`src/rtl/mips_cpu_muldiv_if.sv`:
```
// Request/response bundle between the CPU pipeline and the multiply/divide unit.
interface mips_cpu_muldiv_if #(
    parameter int unsigned WIDTH = 32
);
    logic             start;
    logic [1:0]       op;
    logic [WIDTH-1:0] a;
    logic [WIDTH-1:0] b;
    logic             hi_we;
    logic             lo_we;
    logic [WIDTH-1:0] wdata;
    logic             busy;
    logic             done;
    logic [WIDTH-1:0] hi;
    logic [WIDTH-1:0] lo;

    modport master (
        output start, op, a, b, hi_we, lo_we, wdata,
        input  busy, done, hi, lo
    );

    modport slave (
        input  start, op, a, b, hi_we, lo_we, wdata,
        output busy, done, hi, lo
    );
endinterface

```
`src/rtl/mips_cpu_muldiv.sv`:
```
// Iterative multiply/divide unit with architectural HI/LO registers.
// Shift-add multiplier and restoring divider share one 2*WIDTH accumulator;
// signed ops run on magnitudes and are sign-corrected in the FIX cycle.
module mips_cpu_muldiv #(
    parameter int unsigned WIDTH = 32
) (
    input logic              clk,
    input logic              rst,
    mips_cpu_muldiv_if.slave bus
);
    localparam int unsigned CW = $clog2(WIDTH + 1);

    typedef enum logic [1:0] {IDLE, RUN, FIX} state_t;

    state_t             state_q, state_d;
    logic [CW-1:0]      cnt_q, cnt_d;
    logic [2*WIDTH-1:0] acc_q, acc_d;
    logic [WIDTH-1:0]   opnd_q, opnd_d;
    logic               div_q, div_d;
    logic               neg_q, neg_d;
    logic               rneg_q, rneg_d;
    logic               bzero_q, bzero_d;
    logic [WIDTH-1:0]   hi_q, hi_d;
    logic [WIDTH-1:0]   lo_q, lo_d;
    logic               busy_q, busy_d;
    logic               done_q, done_d;

    logic               sgn;
    logic [WIDTH-1:0]   a_mag, b_mag;
    logic [WIDTH:0]     mul_sum;
    logic [2*WIDTH-1:0] mul_next;
    logic [WIDTH:0]     div_part, div_diff;
    logic [2*WIDTH-1:0] div_next;
    logic [2*WIDTH-1:0] prod_fix;
    logic [WIDTH-1:0]   quo_fix, rem_fix;

    // Datapath: operand magnitudes, one multiply/divide step, and sign fix-up.
    always_comb begin
        sgn   = ~bus.op[0];
        a_mag = (sgn && bus.a[WIDTH-1]) ? -bus.a : bus.a;
        b_mag = (sgn && bus.b[WIDTH-1]) ? -bus.b : bus.b;

        // Multiply: add multiplicand into upper half when LSB set, then shift right.
        mul_sum  = {1'b0, acc_q[2*WIDTH-1:WIDTH]} + (acc_q[0] ? {1'b0, opnd_q} : '0);
        mul_next = {mul_sum, acc_q[WIDTH-1:1]};

        // Divide: shift next dividend bit into remainder, subtract if it fits.
        // With a zero divisor the remainder ends up equal to the dividend.
        div_part = {acc_q[2*WIDTH-1:WIDTH], acc_q[WIDTH-1]};
        div_diff = div_part - {1'b0, opnd_q};
        if (div_diff[WIDTH])
            div_next = {div_part[WIDTH-1:0], acc_q[WIDTH-2:0], 1'b0};
        else
            div_next = {div_diff[WIDTH-1:0], acc_q[WIDTH-2:0], 1'b1};

        prod_fix = neg_q  ? -acc_q : acc_q;
        quo_fix  = neg_q  ? -acc_q[WIDTH-1:0] : acc_q[WIDTH-1:0];
        rem_fix  = rneg_q ? -acc_q[2*WIDTH-1:WIDTH] : acc_q[2*WIDTH-1:WIDTH];
    end

    // Next-state and register-update logic for the IDLE/RUN/FIX sequence.
    always_comb begin
        state_d = state_q;
        cnt_d   = cnt_q;
        acc_d   = acc_q;
        opnd_d  = opnd_q;
        div_d   = div_q;
        neg_d   = neg_q;
        rneg_d  = rneg_q;
        bzero_d = bzero_q;
        hi_d    = hi_q;
        lo_d    = lo_q;
        busy_d  = busy_q;
        done_d  = 1'b0;

        unique case (state_q)
            IDLE: begin
                if (bus.start) begin
                    div_d   = bus.op[1];
                    neg_d   = sgn & (bus.a[WIDTH-1] ^ bus.b[WIDTH-1]);
                    rneg_d  = sgn & bus.a[WIDTH-1];
                    bzero_d = (bus.b == '0);
                    acc_d   = bus.op[1] ? {{WIDTH{1'b0}}, a_mag} : {{WIDTH{1'b0}}, b_mag};
                    opnd_d  = bus.op[1] ? b_mag : a_mag;
                    cnt_d   = CW'(WIDTH);
                    busy_d  = 1'b1;
                    state_d = RUN;
                end else begin
                    if (bus.hi_we) hi_d = bus.wdata;
                    if (bus.lo_we) lo_d = bus.wdata;
                end
            end
            RUN: begin
                acc_d = div_q ? div_next : mul_next;
                cnt_d = cnt_q - CW'(1);
                if (cnt_q == CW'(1)) state_d = FIX;
            end
            FIX: begin
                if (div_q) begin
                    hi_d = rem_fix;
                    lo_d = bzero_q ? '0 : quo_fix;
                end else begin
                    hi_d = prod_fix[2*WIDTH-1:WIDTH];
                    lo_d = prod_fix[WIDTH-1:0];
                end
                done_d  = 1'b1;
                busy_d  = 1'b0;
                state_d = IDLE;
            end
            default: state_d = IDLE;
        endcase
    end

    // State registers; reset aborts any operation in flight.
    always_ff @(posedge clk or posedge rst) begin
        if (rst) begin
            state_q <= IDLE;
            cnt_q   <= '0;
            acc_q   <= '0;
            opnd_q  <= '0;
            div_q   <= 1'b0;
            neg_q   <= 1'b0;
            rneg_q  <= 1'b0;
            bzero_q <= 1'b0;
            hi_q    <= '0;
            lo_q    <= '0;
            busy_q  <= 1'b0;
            done_q  <= 1'b0;
        end else begin
            state_q <= state_d;
            cnt_q   <= cnt_d;
            acc_q   <= acc_d;
            opnd_q  <= opnd_d;
            div_q   <= div_d;
            neg_q   <= neg_d;
            rneg_q  <= rneg_d;
            bzero_q <= bzero_d;
            hi_q    <= hi_d;
            lo_q    <= lo_d;
            busy_q  <= busy_d;
            done_q  <= done_d;
        end
    end

    assign bus.busy = busy_q;
    assign bus.done = done_q;
    assign bus.hi   = hi_q;
    assign bus.lo   = lo_q;
endmodule

```
`src/flat_wrapper.sv`:
```
// flat-port wrapper written by rule: the top's interface ports become plain ports
module mips_cpu_muldiv_flat 
#(
    parameter int unsigned WIDTH = 32
)
  (clk, rst, bus_start, bus_op, bus_a, bus_b, bus_hi_we, bus_lo_we, bus_wdata, bus_busy, bus_done, bus_hi, bus_lo);
  mips_cpu_muldiv_if #(.WIDTH(WIDTH)) bus_i ();
  input logic clk;
  input logic rst;
  input wire logic [$bits(bus_i.start)-1:0] bus_start;
  input wire logic [$bits(bus_i.op)-1:0] bus_op;
  input wire logic [$bits(bus_i.a)-1:0] bus_a;
  input wire logic [$bits(bus_i.b)-1:0] bus_b;
  input wire logic [$bits(bus_i.hi_we)-1:0] bus_hi_we;
  input wire logic [$bits(bus_i.lo_we)-1:0] bus_lo_we;
  input wire logic [$bits(bus_i.wdata)-1:0] bus_wdata;
  output wire logic [$bits(bus_i.busy)-1:0] bus_busy;
  output wire logic [$bits(bus_i.done)-1:0] bus_done;
  output wire logic [$bits(bus_i.hi)-1:0] bus_hi;
  output wire logic [$bits(bus_i.lo)-1:0] bus_lo;
  assign bus_i.start = bus_start;
  assign bus_i.op = bus_op;
  assign bus_i.a = bus_a;
  assign bus_i.b = bus_b;
  assign bus_i.hi_we = bus_hi_we;
  assign bus_i.lo_we = bus_lo_we;
  assign bus_i.wdata = bus_wdata;
  assign bus_busy = bus_i.busy;
  assign bus_done = bus_i.done;
  assign bus_hi = bus_i.hi;
  assign bus_lo = bus_i.lo;
  mips_cpu_muldiv #(.WIDTH(WIDTH)) u_core (.clk(clk), .rst(rst), .bus(bus_i));
endmodule
```
`config.mk`:
```
export PLATFORM = sky130hd
export DESIGN_NAME = mips_cpu_muldiv_flat
export DESIGN_NICKNAME = d
export VERILOG_FILES = /design/src/rtl/mips_cpu_muldiv_if.sv /design/src/rtl/mips_cpu_muldiv.sv /design/src/flat_wrapper.sv
export SDC_FILE = /design/constraint.sdc
export NUM_CORES = 1
export LEC_CHECK = 0
export BUFFER_PORTS_ARGS = -buffer_cell sky130_fd_sc_hd__buf_2
export CAP_MARGIN = 20
export CORE_ASPECT_RATIO = 1.4
export CORE_UTILIZATION = 55
export CTS_CLUSTER_SIZE = 12
export DETAILED_ROUTE_END_ITERATION = 10
export PLACE_DENSITY_LB_ADDON = 0.1
export SYNTH_ARGS = -nofsm -noshare
export SYNTH_HDL_FRONTEND = slang
export SYNTH_SLANG_ARGS = --single-unit
export TNS_END_PERCENT = 10
```
`constraint.sdc`:
```
create_clock -name clk -period 5.23 [get_ports clk]
set_clock_uncertainty 0.2 [all_clocks]
set_input_delay 0.7845 -clock clk [delete_from_list [all_inputs] [get_ports clk]]
set_output_delay 0.7845 -clock clk [all_outputs]
set_load 0.05 [all_outputs]
```
* Yosys cells after proc, flatten, opt, wreduce, memory -nomap -nowiden
Index checks and enable logic that the tools add are counted.
** Storage, ports and cells
- Word-level logic and storage cells :: 73
- Output and inout port bits :: 66
- Memory bits (writable) :: 0
- ROM bits :: 0
- Register bits :: 174
- Bits in latches :: 0
- Memories kept :: 0
** Operators by class
- Bitwise gates (word level) :: 4
- Mux-type cells :: 29
- Reductions and logical operators :: 12
- Divide/modulo/power cells :: 0
- Eq/ne operators :: 8
- Multipliers :: 0
- $add $sub $neg :: 8
- Order comparisons :: 0
- Shift-type cells :: 0
** Operators by type and width (number)
- 32-bit 2-to-1 mux :: 14
- 64-bit 2-to-1 mux :: 4
- 32-bit negation :: 4
- 32-bit case mux with 2 select lines :: 2
- 64-bit case mux with 2 select lines :: 1
- 64-bit negation :: 1
- 32-bit by 33-bit adder with 33-bit output :: 1
- 33-bit by 32-bit subtractor with 33-bit output :: 1
- 32-bit zero test :: 1
- 6-bit case mux with 2 select lines :: 1
- 2-bit != test (second input constant) :: 4
- 2-bit AND reduction :: 4
- 6-bit by 1-bit == test with 1-bit output (second input constant) :: 1
- 6-bit 2-to-1 mux :: 1
- 3-bit AND reduction :: 2
- 6-bit by 1-bit subtractor with 6-bit output (second input constant) :: 1
- 2-bit 2-to-1 mux :: 2
- 2-bit case mux with 2 select lines :: 1
- 2-bit nonzero test :: 2
- 1-bit AND :: 2
- 2-bit by 1-bit == test with 1-bit output (second input constant) :: 1
- 2-bit == test (second input constant) :: 1
- 1-bit logical AND :: 2
- 2-bit zero test :: 1
- 5 further kinds :: 6

* Depth between registers and ports, before layout
- Word-level depth :: 6
- Depth in mapped cells :: 16

* Least setup slack after synthesis
No wires, ideal clock.
- Path kind :: register to register
- Start :: register u_core.acc_q[0]
- End :: register u_core.acc_q[63]
- Path buffers :: 3
- Stages on the path, launching flop included :: 17
- Arrival :: 3.418 ns
- Slack :: 1.525 ns
- Library setup time :: 0.087 ns
- Data required time :: 4.943 ns
- Cells stage by stage :: dfrtp_1 -> clkbuf_1 -> inv_1 -> clkbuf_1 -> nor2_1 -> ha_1 -> clkbuf_1 -> nand3_1 -> a211oi_1 -> o41ai_1 -> and3b_1 -> a311o_1 -> a41oi_1 -> o22ai_1 -> nand2b_1 -> or3_1 -> a22oi_1
** Between the ends
- Longest elaborated chain between the ends :: 4
** RTL lines
- start: declaration :: RTL line mips_cpu_muldiv.sv:17 : logic [2*WIDTH-1:0] acc_q, acc_d;
- start signal: assignment :: RTL line mips_cpu_muldiv.sv:119 : acc_q <= '0;
- start signal: assignment :: RTL line mips_cpu_muldiv.sv:132 : acc_q <= acc_d;
- 32-bit 2-to-1 mux :: RTL line mips_cpu_muldiv.sv:44 : mul_sum = {1'b0, acc_q[2*WIDTH-1:WIDTH]} + (acc_q[0] ? {1'b0, opnd_q} : '0);
- 32-bit by 33-bit adder with 33-bit output :: RTL line mips_cpu_muldiv.sv:44
- 64-bit 2-to-1 mux :: RTL line mips_cpu_muldiv.sv:94 : acc_d = div_q ? div_next : mul_next;
- 64-bit case mux with 2 select lines :: RTL line mips_cpu_muldiv.sv:76 : unique case (state_q)
No other way between the ends.
A chain may end at the register's enable or synchronous reset.

* Final worst setup path
Ends and elaborated chain as after synthesis.

==> impl_metrics.toml <==
[logic_synthesis]
yosys.area_share.simple_pct = 18.6
yosys.area_share.adder_pct = 6.15
synth_top_area_cell = "dfrtp_1"
synth.yosys.warnings = 0
synth.distinct_cells = 84
synth-compound-area-share_pct = 27.3
synth_top_family_by_area = "compound AO/OA/AOI/OAI gates"
synthCells = 1908
synthXorXnorAreaFrac_pct = 9.59
syn_nets = 2083
synth_mux_area_share_pct = 4.19
synth_flop_cell = "dfrtp_1"
synthTopCellsByArea = "dfrtp_1, a21oi_1, o21ai_0, ha_1, nor2_1"
synth_top_area_share_pct = 29.3
synth_edf_count = 0
seq_area_frac_synth_pct = 29.3
ys_seq_elements = 174
syn_avg_cell_area_sq_um = 7.80
synthArstFlopShare_pct = 100
syn_area_sq_mm = 0.0149

[power]
peakVddDrop_mv = 0.336
power_density_mw_per_mm2 = 761
power_mw = 12.7
leakagePower_nw = 7.24

[clocking]
cts_max_path_buffers = 2
clk_pin_slew_ns = 0.07
cts_resized = 0
cts_setup_buffers = 0
cts_made_buffers = 17
clk_latency_ns = 0.45
clock_sinks = 174
hold_buffers = 0
cts_tree = "yes"
htree_levels = 4
cts_root_buf = "clkbuf_16"

[sta]
finalHoldViolCount = 0
finalMaxSlewViolations = 0
setup_viol = 0
setup_ws_ns = 0.976
rsz0062_at_grt = "no"
fin_crit_ns = 4.25
worst_pin_slew_ns = 1.09
slew_headroom_pct = 27.0
finalCritPeriodShare_pct = 81.3
tns_ns = 0
fmax_ghz = 0.235

[floorplanning]
coreArea_sq_mm = 0.0264
io_pins = 169
die_x_microns = 141
rows = 70
dieArea_sq_mm = 0.0277
fp.dieH_microns = 197
initial_core_util_pct = 56.5

[placed_design]
hpwl_microns = 36700
place.gp.congestion = 0.959
place_inst = 2346
pre_cts_ws_ns = 1.03
placed_cell_area_sq_mm = 0.0160
portBuffers = 168

[global_route]
antenna_found_initial = 3
grt_max_degree = 90
track_usage_pct = 34.1
grt_pass1_vias = 13500
grt_overflow = 0
grt_pass1_wl_microns = 73200

[detailed_routing]
routedWlPerCell_microns = 19.7
drt_iter0_drc = 1136
final_antenna_net_count = 0
drtPass1Iterations = 5
via_count = 14700
routed_wl_microns = 46900
avgViaCountPerCell = 6.15
drc = 0

[finish]
fin_nets = 2183
fill_cells = 2372
area.growth.synth_to_final_pct = 12.0
layout-drive-gt1-share_pct = 13.5
fin_cells = 2384
final_area_sq_mm = 0.0167

[worst_setup_path]
critPathRequiredTime_ns = 5.40
cp_cell_sequence = "inv_1 -> buf_4 -> nor2_1 -> ha_1 -> nand3_1 -> a211oi_1 -> o41ai_1 -> and3b_1 -> a311o_1 -> a41oi_1 -> o22ai_1 -> nand2b_1 -> or3_1 -> a22oi_1"
crit_start = "u_core.acc_q[0]"
cp-start-kind = "flop"
cp_max_fo = 31
slowest_delay_ns = 0.50
reg2reg_from = "u_core.acc_q[0]"
slowest_stage = "dfrtp_1"
cp.arrival_ns = 4.42
criticalPathCategory = "reg -> reg"
endpoint_kind = "flop"

[flow_run]
maxCapViolCount = 0

[outcome]
outcome = "finished clean"

[worst_hold_path]
min_path_type = "in -> async"
[layout by cell type, fill, tap and decap left out, types with 63 or more instances in the layout]
master   netlist  routed
a21oi_1      210     209
nor2_1       206     203
nand2_1      185     184
o21ai_0      183     183
dfrtp_1      174     173
buf_2          3     168
xnor2_1       86      86
xor2_1        77      77
ha_1          70      70
inv_1         64      63
[report_power, final]
group,switching (mW),total [mW],leakage [nW],internal (mW)
clock,0.630,1.41,0.313,0.781
combinational,5.28,8.38,4.86,3.09
sequential,0.897,2.90,2.07,2.01
total,6.81,12.7,7.24,5.88
[registers in the layout, summed over array words and instances (netlist names), 2 cells and up]
name,cells
u_core.state_q,2
u_core.bus.hi,32
u_core.bus.lo,32
u_core.opnd_q,32
u_core.cnt_q,6
u_core.acc_q,64
[final cells by class]
type / instances / area, sq um / area share (%)
multi-input combinational: 1551 / 9850 / 59.1
sequential: 174 / 4360 / 26.1
timing repair buffer: 198 / 1110 / 6.66
tap: 360 / 450 / 2.70
clock buffer: 17 / 425 / 2.55
inverter: 66 / 251 / 1.51
clock inverter: 15 / 221 / 1.33
antenna: 3 / 7.51 / 0.0450
[metal layers]
metal  vias to the layer above  share of wire [%]  global-route usage [%]
li1                       7095                  -                       -
met1                      6938                 42                    43.8
met2                       539                 48                    57.0
met3                        96                6.1                    4.74
met4                         0                3.8                    15.1
met5                         -                  0                       0
[cells by family after synthesis]
family,count (synthesis)
muxes,62
AOI/OAI and AO/OA,659
DFF,174
adders and majority gates,72
buffers and inverters,183
and+or+nand+nor,595
xor gates and xnor gates,163
[worst paths after layout]
kind,to,slack (ns),depth (start not counted)
worst min register to register,u_core.bus.hi[0],0.27,2
min in group clk,u_core.bus.hi[0],0.27,2
worst max register to register,u_core.acc_q[63],0.98,14
max in group asynchronous,u_core.opnd_q[19],3.70,4
worst max-delay path,u_core.acc_q[63],0.98,14
worst min-delay path,u_core.bus.done,0.04,2
[worst max-delay path, delay by kind of cell (launching register included)]
kind	cells	cell delay, ns
AND/OR/NAND/NOR	5	1.05
buffers and inverters	2	0.41
flip-flops	1	0.50
adder cells (fa/ha/maj)	1	0.42
AO/OA/AOI/OAI	6	1.56
[cells in the mapped netlist, types with 4 or more instances]
master     instances
a21oi_1          210
o211ai_1          36
buf_1              9
o21bai_1          10
o21a_1            15
and3_1             7
o41ai_1           13
ha_1              70
dfrtp_1          174
o2111ai_1          4
o21ai_0          183
xnor2_1           86
nand2_1          185
o221ai_1           8
nor3b_1            5
clkbuf_1          99
a21boi_0           6
a31oi_1           12
mux2i_1           60
xor2_1            77
or4_1             14
nor4_1            19
nor3_1            45
and2_1             9
o31ai_1           25
nand4_1            9
a21o_1            24
nand2b_1          18
nor2b_1           12
or2_2              9
nor2_1           206
nand3_1           22
inv_1             64
or3_1             14
a211oi_1          36
a22oi_1           40
[per-stage QoR]
| step | util, % | hold slack (ns) |
|---|---|---|
| global route | 63.2 | 0.0323 |
| CTS | 63.0 | 0.282 |
| floorplan | - | 0.246 |
| finish | 63.2 | 0.0395 |
| global placement | 60.5 | 0.256 |
| detailed placement | 60.5 | 0.265 |
Note: power is estimated with default switching activity, not from simulation.
